`src/rtl/synth_pkg.sv`:
```
// Shared types for the synth chain: step record, sequencer states, tempo default.
package synth_pkg;

  localparam int TONE_W = 4;

  localparam logic [31:0] DEFAULT_STEP_TICKS = 32'd6_000_000;

  typedef struct packed {
    logic              rest;
    logic [TONE_W-1:0] tone;
  } step_t;

  typedef enum logic [1:0] {
    IDLE,
    PLAY,
    DONE
  } seq_state_t;

endpackage

```
`src/rtl/note_sequencer_step_timer.sv`:
```
// Per-step tick counter: counts 1..S and flags the gate window (count <= G)
// and the last tick of the step; S and G are captured on load.
module step_timer #(
  parameter int TICK_W = 32
) (
  input  logic              clk,
  input  logic              reset,
  input  logic              load,
  input  logic [TICK_W-1:0] step_ticks,
  input  logic [TICK_W-1:0] gate_ticks,
  output logic              gate_window,
  output logic              step_end
);

  logic [TICK_W-1:0] r_count;
  logic [TICK_W-1:0] r_stepLen;
  logic [TICK_W-1:0] r_gateLen;
  logic              r_window;
  logic [TICK_W-1:0] w_stepLen;
  logic [TICK_W-1:0] w_gateLen;

  // S = max(step_ticks,1); G = min(gate_ticks, S-1) so every step ends gate-low
  always_comb begin
    w_stepLen = (step_ticks == '0) ? TICK_W'(1) : step_ticks;
    w_gateLen = (gate_ticks < w_stepLen) ? gate_ticks : (w_stepLen - TICK_W'(1));
  end

  assign step_end    = (r_count == r_stepLen);
  assign gate_window = r_window;

  // Counter parks at S once reached, so an idle timer never wraps
  always_ff @(posedge clk) begin
    if (reset) begin
      r_count   <= '0;
      r_stepLen <= '0;
      r_gateLen <= '0;
      r_window  <= 1'b0;
    end else if (load) begin
      r_count   <= TICK_W'(1);
      r_stepLen <= w_stepLen;
      r_gateLen <= w_gateLen;
      r_window  <= (w_gateLen != '0);
    end else if (!step_end) begin
      r_count  <= r_count + TICK_W'(1);
      r_window <= ((r_count + TICK_W'(1)) <= r_gateLen);
    end else begin
      r_window <= 1'b0;
    end
  end

endmodule

```
`src/rtl/note_sequencer.sv`:
```
// Step sequencer: pattern RAM of {rest, tone} entries played at a runtime tempo,
// driving tone_gen's tone select, a note gate, and the i2s send enable.
module note_sequencer
  import synth_pkg::*;
#(
  parameter int STEPS  = 16,
  parameter int STEP_W = 4,
  parameter int TICK_W = 32
) (
  input  logic              clk,
  input  logic              reset,
  input  logic              wr_en,
  input  logic [STEP_W-1:0] wr_addr,
  input  logic [TONE_W-1:0] wr_tone,
  input  logic              wr_rest,
  input  logic [STEP_W-1:0] length,
  input  logic              loop,
  input  logic [TICK_W-1:0] step_ticks,
  input  logic [TICK_W-1:0] gate_ticks,
  input  logic              start,
  input  logic              stop,
  output logic [TONE_W-1:0] tone,
  output logic              gate,
  output logic              send,
  output logic              busy,
  output logic [STEP_W-1:0] step,
  output logic              done
);

  step_t             r_ram [STEPS];
  seq_state_t        r_state;
  logic [TONE_W-1:0] r_tone;
  logic              r_noteOn;
  logic              r_busy;
  logic [STEP_W-1:0] r_step;
  logic              r_done;

  logic              w_load;
  logic [STEP_W-1:0] w_entryAddr;
  step_t             w_entry;
  logic              w_lastStep;
  logic              w_gateWindow;
  logic              w_stepEnd;

  // Entries are read only on step entry; a same-cycle write lands after the read
  always_ff @(posedge clk) begin
    if (reset) begin
      for (int i = 0; i < STEPS; i++) begin
        r_ram[i] <= '{rest: 1'b1, tone: '0};
      end
    end else if (wr_en) begin
      r_ram[wr_addr] <= '{rest: wr_rest, tone: wr_tone};
    end
  end

  assign w_lastStep = (r_step == length);
  assign w_entry    = r_ram[w_entryAddr];

  always_comb begin
    w_load      = 1'b0;
    w_entryAddr = '0;
    case (r_state)
      IDLE: w_load = start && !stop;
      PLAY: begin
        if (!stop && w_stepEnd && (!w_lastStep || loop)) begin
          w_load      = 1'b1;
          w_entryAddr = w_lastStep ? '0 : (r_step + STEP_W'(1));
        end
      end
      default: w_load = 1'b0;
    endcase
  end

  step_timer #(.TICK_W(TICK_W)) u_timer (
    .clk        (clk),
    .reset      (reset),
    .load       (w_load),
    .step_ticks (step_ticks),
    .gate_ticks (gate_ticks),
    .gate_window(w_gateWindow),
    .step_end   (w_stepEnd)
  );

  // tone is left untouched outside step entry so tone_gen's period stays stable
  always_ff @(posedge clk) begin
    if (reset) begin
      r_state  <= IDLE;
      r_tone   <= '0;
      r_noteOn <= 1'b0;
      r_busy   <= 1'b0;
      r_step   <= '0;
      r_done   <= 1'b0;
    end else begin
      case (r_state)
        IDLE: begin
          r_done <= 1'b0;
          if (w_load) begin
            r_state  <= PLAY;
            r_step   <= w_entryAddr;
            r_tone   <= w_entry.tone;
            r_noteOn <= !w_entry.rest;
            r_busy   <= 1'b1;
          end
        end
        PLAY: begin
          if (stop) begin
            r_state  <= IDLE;
            r_noteOn <= 1'b0;
            r_busy   <= 1'b0;
          end else if (w_load) begin
            r_step   <= w_entryAddr;
            r_tone   <= w_entry.tone;
            r_noteOn <= !w_entry.rest;
          end else if (w_stepEnd && w_lastStep) begin
            r_state  <= DONE;
            r_noteOn <= 1'b0;
            r_busy   <= 1'b0;
            r_done   <= 1'b1;
          end
        end
        DONE: begin
          r_state <= IDLE;
          r_done  <= 1'b0;
        end
        default: r_state <= IDLE;
      endcase
    end
  end

  assign tone = r_tone;
  assign gate = r_noteOn && w_gateWindow;
  assign busy = r_busy;
  assign send = r_busy;
  assign step = r_step;
  assign done = r_done;

endmodule

```
`config.mk`:
```
export PLATFORM = sky130hd
export DESIGN_NAME = note_sequencer
export DESIGN_NICKNAME = d
export VERILOG_FILES = /design/src/rtl/synth_pkg.sv /design/src/rtl/note_sequencer_step_timer.sv /design/src/rtl/note_sequencer.sv
export SDC_FILE = /design/constraint.sdc
export NUM_CORES = 1
export LEC_CHECK = 0
export CORE_ASPECT_RATIO = 0.8
export CORE_UTILIZATION = 35
export CTS_BUF_LIST = sky130_fd_sc_hd__clkbuf_8
export DETAILED_ROUTE_END_ITERATION = 12
export DONT_BUFFER_PORTS = 1
export HOLD_SLACK_MARGIN = 0.08
export PLACE_DENSITY = 0.56
export SLEW_MARGIN = 10
export SYNTH_ARGS = -nofsm -noshare
export SYNTH_HDL_FRONTEND = slang
export SYNTH_SLANG_ARGS = --single-unit
```
`constraint.sdc`:
```
create_clock -name clk -period 10.2 [get_ports clk]
set_clock_uncertainty 0.05 [all_clocks]
set_input_delay 3.06 -clock clk [delete_from_list [all_inputs] [get_ports clk]]
set_output_delay 3.06 -clock clk [all_outputs]
set_load 0.02 [all_outputs]
```
# Yosys cells after proc, flatten, opt, wreduce, memory -nomap -nowiden
# Memories as Yosys holds them, arrays and structs flattened.
# Index checks and enable logic that the tools add are counted.
# totals
reg_bits	110
ramBits	80
output_inout_bits	12
mem_count	1
# classes
n_addsub	3
magnitude_cmp	2
n_eq_ne	12
n_mux	43
n_reduce_logical	22
# memory_table
name	words	word_bits	rd	rd_clocked_by_memory_dff	wr	line	text
r_ram	16	5	1	0	16	note_sequencer.sv:30	step_t r_ram [STEPS];
# op_table
op	n
32-bit two-way mux	2
32-bit by 1-bit adder with 32-bit output, second input constant	1
32-bit == test	1
32-bit <= comparator	1
32-bit zero test	1
32-bit < comparator	1
4-bit two-way mux	8
32-bit nonzero test	1
32-bit by 1-bit subtractor with 32-bit output, second input constant	1
1-bit two-way mux	21
4-bit case mux with 2 select lines	2
2-bit two-way mux	4
1-bit case mux with 2 select lines	4
4-bit AND reduction	2
2-bit != test, second input constant	3
3-bit != test, second input constant	2
3-bit AND reduction	2
1-bit logical AND	5
5-bit two-way mux	1
5-bit OR reduction	1
4-bit by 1-bit adder with 4-bit output, second input constant	1
4-bit == test	1
2-bit by 1-bit != test with 1-bit output, second input constant	2
4-bit by 3-bit != test with 1-bit output, second input constant	1
9 further kinds	13

# Logic depth before layout (Yosys ltp)
# Gate-level depths: netlist of run 1.
# An unclocked memory read counts as a cell.
# logic_depth
word_depth	11
mapped_depth	17
mapped_depth_nobuf	17

# By module
# From an unflattened synthesis of run 1, not the netlist that was laid out.
# hier_totals
cells_unflattened	1313
hier_area_um2	11781.3
# by_module_without_submodules
mod	n_inst	cells_per_inst	area_per_inst_um2	seq_area_each_um2
step_timer	1	907	7133.1	1941.9
note_sequencer	1	406	4648.2	2662.6

# Worst setup path before layout of run 1
# No wires, ideal clock.
# synth_timing
path_kind	input to register
from	input port step_ticks[3]
to	register u_timer.r_window (netlist: u_timer.gate_window)
setup_ps	120
arrival_time_ps	5862
path_slack_ps	4168
path_stages	13
cell_sequence	clkbuf_1 > or3_1 > nor4_4 > a31oi_2 > ha_1 > nand2b_1 > nor4_1 > nand3_1 > xnor2_1 > nand4bb_1 > nor4_1 > a41oi_1 > a211o_1
# synth_via
elab_chain_cells	6
elab_cells_between_ends	7
cone_classes	add/sub: 1; order compare: 1; mux: 3; reduce/logical: 2
# synth_rtl
element	line	text
start: declaration	note_sequencer.sv:18	input logic [TICK_W-1:0] step_ticks,
32-bit zero test	note_sequencer_step_timer.sv:24	w_stepLen = (step_ticks == '0) ? TICK_W'(1) : step_ticks;
32-bit two-way mux *	note_sequencer_step_timer.sv:24	
32-bit by 1-bit subtractor with 32-bit output or 32-bit < comparator (tied branches)	note_sequencer_step_timer.sv:25	w_gateLen = (gate_ticks < w_stepLen) ? gate_ticks : (w_stepLen - TICK_W'(1));
32-bit two-way mux *	note_sequencer_step_timer.sv:25	
32-bit nonzero test *	note_sequencer_step_timer.sv:42	r_window <= (w_gateLen != '0);
1-bit two-way mux *	note_sequencer_step_timer.sv:38	end else if (load) begin
end signal: assignment	note_sequencer_step_timer.sv:42	
end signal: assignment	note_sequencer_step_timer.sv:45	r_window <= ((r_count + TICK_W'(1)) <= r_gateLen);
end: declaration	note_sequencer_step_timer.sv:18	logic r_window;
# Mark *: on every way between the ends. The rest lies on a longest branch, timed or not.
# A chain may end at the register's enable or synchronous reset.

# Worst setup path after layout of run 1
# layout_timing
from	input port step_ticks[27]
to	register u_timer.r_gateLen[28]
# layout_via
elab_chain_cells	4
elab_cells_between_ends	5
cone_classes	add/sub: 1; order compare: 1; mux: 2; reduce/logical: 1
# layout_rtl
element	line	text
32-bit zero test	note_sequencer_step_timer.sv:24	
32-bit two-way mux *	note_sequencer_step_timer.sv:24	
32-bit by 1-bit subtractor with 32-bit output or 32-bit < comparator (tied branches)	note_sequencer_step_timer.sv:25	
32-bit two-way mux *	note_sequencer_step_timer.sv:25	
end signal: assignment	note_sequencer_step_timer.sv:41	r_gateLen <= w_gateLen;
end: declaration	note_sequencer_step_timer.sv:17	logic [TICK_W-1:0] r_gateLen;
# Marks and branches as above.

==> impl_metrics.csv, run 1 <==
group,metric,value,unit
finish,n_fill_cell,3364,
place,place_inst,1685,
floorplan,fp.dieArea,0.03464,sq mm
synth,synth_top_family_by_area,"simple AND/OR/NAND/NOR gates",
clocking,cts_inserted_buffers,17,
finish,final_common_cell,"nand2_1",
drt,wl_per_cell,21.10,um
critical_path,crit_required,10.53,ns
synth,syn-instance-count,1323,
timing,hold_viol,0,
clocking,clock_latency,0.48,ns
global_route,antenna_found_initial,0,
synth,synth_warnings,0,
clocking,clock-root-buffer,"clkbuf_8",
finish,layout_common_cells,"130 x nand2_1, 114 x nor2_1, 110 x dfxtp_1",
timing,finalSetupTns,0,ns
drt,wirelength,36.23,mm
timing,tightest_slew,1.043,ns
global_route,grt_pass1_vias,9213,
synth,avgSynthCellArea,8.967,sq um
timing,period_share,0.5833,
drt,ant_nets,0,
power_and_ir_drop,pwr_density_cell,124.1,mW/mm^2
clocking,cts_tree,"built",
min_path,worstHoldStart,"u_timer.r_gateLen[4]",
finish,diodes,0,
synth,syn_area,0.01186,sq mm
timing,setup_violations,0,
critical_path,critical_path.startpoint,"step_ticks[27]",
synth,synth-simple-area-share,0.2375,
drt,dr.pass1.iters,5,
synth,synthAdderAreaFrac,0.06961,
critical_path,critPathMaxFanout,31,
critical_path,startpoint_type,"input port",
clocking,post_cts_resized,0,
global_route,grt.overflow.total,0,
drt,drtIter0Drc,845,
synth,ys_types,70,
critical_path,path_class,"input port to flop",
finish,nets,1426,
drt,drcViolationCount,0,
synth,synth-xor-area-share,0.08859,
power_and_ir_drop,p_leak,4.475,nW
finish,fin_cells,1717,
synth,synth-main-ff-cell,"dfxtp_1",
floorplan,core_area,0.03292,sq mm
run,drv_cap,0,
floorplan,row_count,59,
global_route,grt_use_total,0.2118,
timing,period_needed,5.949,ns
place,dp_hpwl,27.70,mm
floorplan,start_util,0.3603,
synth,synth_edf_count,80,
place,place.gp.congestion,0.9822,
synth,ys_ff_latch,190,
finish,final_util,0.3814,
clocking,cts_htree_levels,4,
floorplan,die-height,166.7,um
finish,syn2layout_area_growth,5.832,%
clocking,ctsLongestPathBuffers,2,
synth,synth_nets,1472,
critical_path,endpoint_kind,"flop",
clocking,cts_hold_buf,0,
timing,slew-limit-headroom,0.2996,
clocking,post_cts_buffers,0,
timing,rsz0062_at_grt,"no",
min_path,min_path_type,"flop to flop",
drt,dr_total_vias,9455,
finish,register_area,0.004604,sq mm
finish,multi_input_area,0.006686,sq mm
floorplan,die_w,207.8,um
status,status,"completed",
drt,vias_per_cell,5.507,
synth,muxShareOfSynthArea,0.07477,
clocking,clkSinkCount,190,
global_route,grt_max_degree,104,
floorplan,io_pins,95,
global_route,grt_pass1_wl,55.85,mm
power_and_ir_drop,max-vdd-ir-drop,104.7,uV
finish,drive_gt1_frac,0.07054,
place,port_buffers,0,
clocking,path_clk_slew,0.11,ns
synth,synth_compound_area_frac,0.09249,
synth,synth_async_sr_flop_share,0,
critical_path,r2r_start,"u_timer.r_count[10]",
critical_path,crit_arrival,6.28,ns
timing,max_freq,168.1,MHz
synth,ys_seq_area_frac,0.3881,
timing,maxSlewViolCount,0,
-- worst max-delay path: stages --
cell	delay (ns)
or4_1	0.62
nor3_4	0.31
a31oi_2	0.27
or4_4	0.59
a211oi_4	0.40
buf_4	0.43
mux2_1	0.38
mux2i_1	0.14
nor2_1	0.05
-- cell families after synthesis --
group | after synthesis
AO/OA/AOI/OAI | 170
buffers and inverters | 147
XOR/XNOR | 120
flip-flops | 190
multiplexers | 84
adder cells (fa/ha/maj) | 66
AND/OR/NAND/NOR | 546
-- routing by layer --
| layer | GRT usage | routed length [um] | up-vias |
|---|---|---|---|
| li1 | - | - | 4547 |
| met1 | 0.3079 | 17530 | 4556 |
| met2 | 0.3096 | 15240 | 324 |
| met3 | 0.05789 | 2929 | 28 |
| met4 | 0.04638 | 519 | 0 |
| met5 | 0 | 0 | - |
-- synth_stat cells, types with 10 or more instances --
library cell / number / share of area
nor3_1: 31 / 0.013
nand3_1: 33 / 0.014
inv_1: 72 / 0.023
edfxtp_1: 80 / 0.20
or2_2: 19 / 0.010
mux2i_1: 47 / 0.040
dfxtp_1: 110 / 0.19
or3_1: 18 / 0.0095
mux2_1: 18 / 0.017
xor2_1: 33 / 0.024
nand2b_1: 16 / 0.0084
and2_1: 76 / 0.040
nor4_1: 19 / 0.010
o21ai_0: 31 / 0.013
mux2_2: 19 / 0.018
ha_1: 66 / 0.070
nand4_1: 40 / 0.021
nand2_1: 130 / 0.041
a21oi_1: 72 / 0.030
nor2_1: 114 / 0.036
xnor2_1: 87 / 0.064
and3_1: 10 / 0.0053
clkbuf_1: 63 / 0.020
-- area by class of cell --
type | count | area share
timing repair buffer | 10 | 0.005979
clock inverter | 15 | 0.01206
multi-input combinational | 986 | 0.5325
clock buffer | 17 | 0.01863
sequential | 190 | 0.3667
tap | 427 | 0.04255
inverter | 72 | 0.02152
-- final timing paths --
kind,endpoint,slack (ns),cells after the start
setup / recovery,u_timer.r_gateLen[28],4.25,9
hold / removal,u_timer.r_gateLen[4],0.42,2
setup reg to reg,u_timer.gate_window,4.77,16
hold reg to reg,u_timer.r_gateLen[4],0.42,2
-- sequential cells by signal, summed over array words and instances (netlist names) --
register             count
busy                     1
done                     1
r_noteOn                 1
r_ram                   80
r_state                  2
step                     4
tone                     4
u_timer.gate_window      1
u_timer.r_count         32
u_timer.r_gateLen       32
u_timer.r_stepLen       32
-- power breakdown --
| part | total [mW] | switching, mW | internal, mW |
|---|---|---|---|
| registers | 0.850 | 0.0231 | 0.827 |
| logic | 0.205 | 0.120 | 0.0844 |
| clock network | 0.504 | 0.302 | 0.202 |
| total | 1.56 | 0.445 | 1.11 |
-- through the flow --
step	cell area, sq um	worst slack (ns)	power [mW]	hold WS [ns]
after global placement	12170	3.851	1.067	0.4032
after global routing	12560	4.101	1.628	0.4520
after detailed placement	12170	3.816	1.070	0.4068
after CTS	12560	4.338	1.569	0.4216
final	12560	4.251	1.558	0.4212
after floorplan	11860	4.168	1.020	0.3819
(Power assumes the default switching activity.)
==> run 2, diff against run 1 <==
==> constraint.sdc (replaced) <==
create_clock -name clk -period 5.7 [get_ports clk]
set_clock_uncertainty 0.05 [all_clocks]
set_input_delay 1.71 -clock clk [delete_from_list [all_inputs] [get_ports clk]]
set_output_delay 1.71 -clock clk [all_outputs]
set_load 0.02 [all_outputs]
==> run 2 against run 1 <==
Flip-flop and latch count did not move; global-route usage fell by 0.39 points; utilization is 0.13 points higher; combinational power is 80% higher; non-clock buffer count rose by 4; highest routed layer unchanged; register-to-register slack lost 4.0 ns; first-iteration DRC count is 14% lower; clock power rose by 77%; die area stayed put; largest power group unchanged; clock-buffer cell count rose by 3.
==> impl_metrics.csv, run 2 (synthesis results as in run 1) <==
group,metric,value,unit
status,status,"completed",
power_and_ir_drop,max-vdd-ir-drop,147.4,uV
finish,syn2layout_area_growth,6.190,%
finish,layout_common_cells,"130 x nand2_1, 114 x nor2_1, 110 x dfxtp_1",
power_and_ir_drop,p_comb_frac,0.133,
floorplan,core_area,0.03292,sq mm
place,place.gp.congestion,0.8984,
finish,n_fill_cell,3412,
critical_path,startpoint_type,"flop",
power_and_ir_drop,clockPowerShare,0.321,
power_and_ir_drop,p_switching,0.7631,mW
finish,nets,1430,
global_route,grt_max_degree,104,
clocking,cts_htree_levels,4,
global_route,grt_pass1_wl,55.25,mm
place,dp_hpwl,27.30,mm
finish,top_register,"r_ram",
place,port_buffers,0,
critical_path,endpoint_kind,"flop",
timing,hold_viol,0,
critical_path,crit_required,6.02,ns
power_and_ir_drop,power,2.779,mW
critical_path,critPathMaxStageDelay,0.65,ns
clocking,cts_inserted_buffers,17,
place,placed_area,0.01221,sq mm
power_and_ir_drop,p_sw_frac,0.2746,
drt,ant_nets,0,
clocking,ctsLongestPathBuffers,2,
timing,slew-limit-headroom,0.2306,
finish,largest_reg_flops,80,
drt,drtIter0Drc,724,
floorplan,die_w,207.8,um
drt,wl_per_cell,20.65,um
finish,final_util,0.3826,
timing,finalSetupTns,0,ns
timing,max_freq,204.4,MHz
clocking,post_cts_resized,0,
finish,diodes,0,
timing,period_share,0.8583,
timing,tightest_slew,1.145,ns
clocking,post_cts_buffers,0,
floorplan,row_count,59,
min_path,min_path_type,"flop to flop",
critical_path,r2r_start,"u_timer.r_count[10]",
clocking,clock-root-buffer,"clkbuf_8",
power_and_ir_drop,intPower,2.016,mW
finish,final_common_cell,"nand2_1",
clocking,clkSinkCount,190,
power_and_ir_drop,p_seq_frac,0.547,
power_and_ir_drop,pwr_density_cell,220.6,mW/mm^2
critical_path,cp_slowest_cell,"or4_1",
global_route,grt_use_total,0.2079,
critical_path,crit_arrival,5.21,ns
critical_path,critical_path.startpoint,"u_timer.r_count[10]",
drt,drcViolationCount,0,
floorplan,die-height,166.7,um
timing,maxSlewViolCount,0,
drt,vias_per_cell,5.514,
run,drv_cap,0,
min_path,worstHoldStart,"u_timer.r_gateLen[4]",
clocking,path_clk_slew,0.10,ns
timing,rsz0062_at_grt,"no",
finish,drive_gt1_frac,0.07264,
drt,wirelength,35.54,mm
critical_path,cp_top_family,"simple AND/OR/NAND/NOR gates",
global_route,antenna_found_initial,0,
drt,dr.pass1.iters,5,
finish,design_area,0.01260,sq mm
timing,setup_violations,0,
floorplan,fp.dieArea,0.03464,sq mm
critical_path,critPathMaxFanout,8,
clocking,cts_tree,"built",
timing,period_needed,4.892,ns
drt,dr_total_vias,9490,
critical_path,path_class,"flop to flop",
power_and_ir_drop,p_leak,4.507,nW
timing,whs,0.4116,ns
floorplan,io_pins,95,
clocking,cts_hold_buf,0,
global_route,grt_pass1_vias,9210,
floorplan,start_util,0.3603,
critical_path,cp_num_buf_inv,1,
critical_path,path_cells,"nand4_1, or4_1, nor4_1, nand3_1, or2_1, nor2_1, xor2_1, ha_1, nand3_1, or3_1, or2_2, nor3_1, inv_1, a31oi_1, o21ai_0, a211o_1",
global_route,grt.overflow.total,0,
critical_path,cp_common_cell,"nand3_1",
clocking,clock_latency,0.48,ns
-- run 2: cell types whose count changed in the layout (fill, tap and decap cells not counted), moves of 2 or more --
cell      delta
inv_6        -4
buf_4        +3
clkbuf_8     +3
inv_8        -2
-- run 2: worst min-delay path, cell delays in order, from the launching register on --
cell,delay [ns]
dfxtp_1,0.32
nand2_1,0.05
a21oi_1,0.05
-- run 2: metrics by stage --
step	setup slack, ns	std cells
5_1_grt	0.4306	1721
2_1_floorplan	1.018	1323
6_report	0.8075	1721
4_1_cts	0.8714	1721
3_5_place_dp	0.7108	1689
3_3_place_gp	0.6395	1689
-- run 2: final timing paths --
path / endpoint / slack [ns] / depth (start not counted)
setup reg to reg: u_timer.gate_window / 0.81 / 16
hold reg to reg: u_timer.r_gateLen[4] / 0.41 / 2
setup / recovery: u_timer.gate_window / 0.81 / 16
hold / removal: u_timer.r_gateLen[4] / 0.41 / 2
-- run 2: cell type report --
type                            instances  area [sq um]  share of cell area
Clock buffer                           20         275.3             0.02185
Timing Repair Buffer                   14         117.6            0.009336
Multi-Input combinational cell        986          6686              0.5307
Tap cell                              427         534.3             0.04241
Clock inverter                         12         110.1            0.008740
Sequential cell                       190          4604              0.3655
Inverter                               72         270.3             0.02145
-- run 2: per-layer routing --
| layer | vias up | track usage | wire length (um) |
|---|---|---|---|
| met5 | - | 0 | 0 |
| met4 | 0 | 0.04895 | 425 |
| met3 | 27 | 0.04677 | 2732 |
| met2 | 319 | 0.3086 | 15070 |
| met1 | 4599 | 0.3034 | 17300 |
| li1 | 4545 | - | - |
-- run 2: power by group through the flow --
stage / Sequential, mW / Combinational [mW] / Clock (mW)
floorplan: 1.53 / 0.290 / 0
global placement: 1.55 / 0.360 / 0
detailed placement: 1.55 / 0.364 / 0
CTS: 1.52 / 0.366 / 0.913
global route: 1.53 / 0.411 / 0.965
finish: 1.52 / 0.369 / 0.891
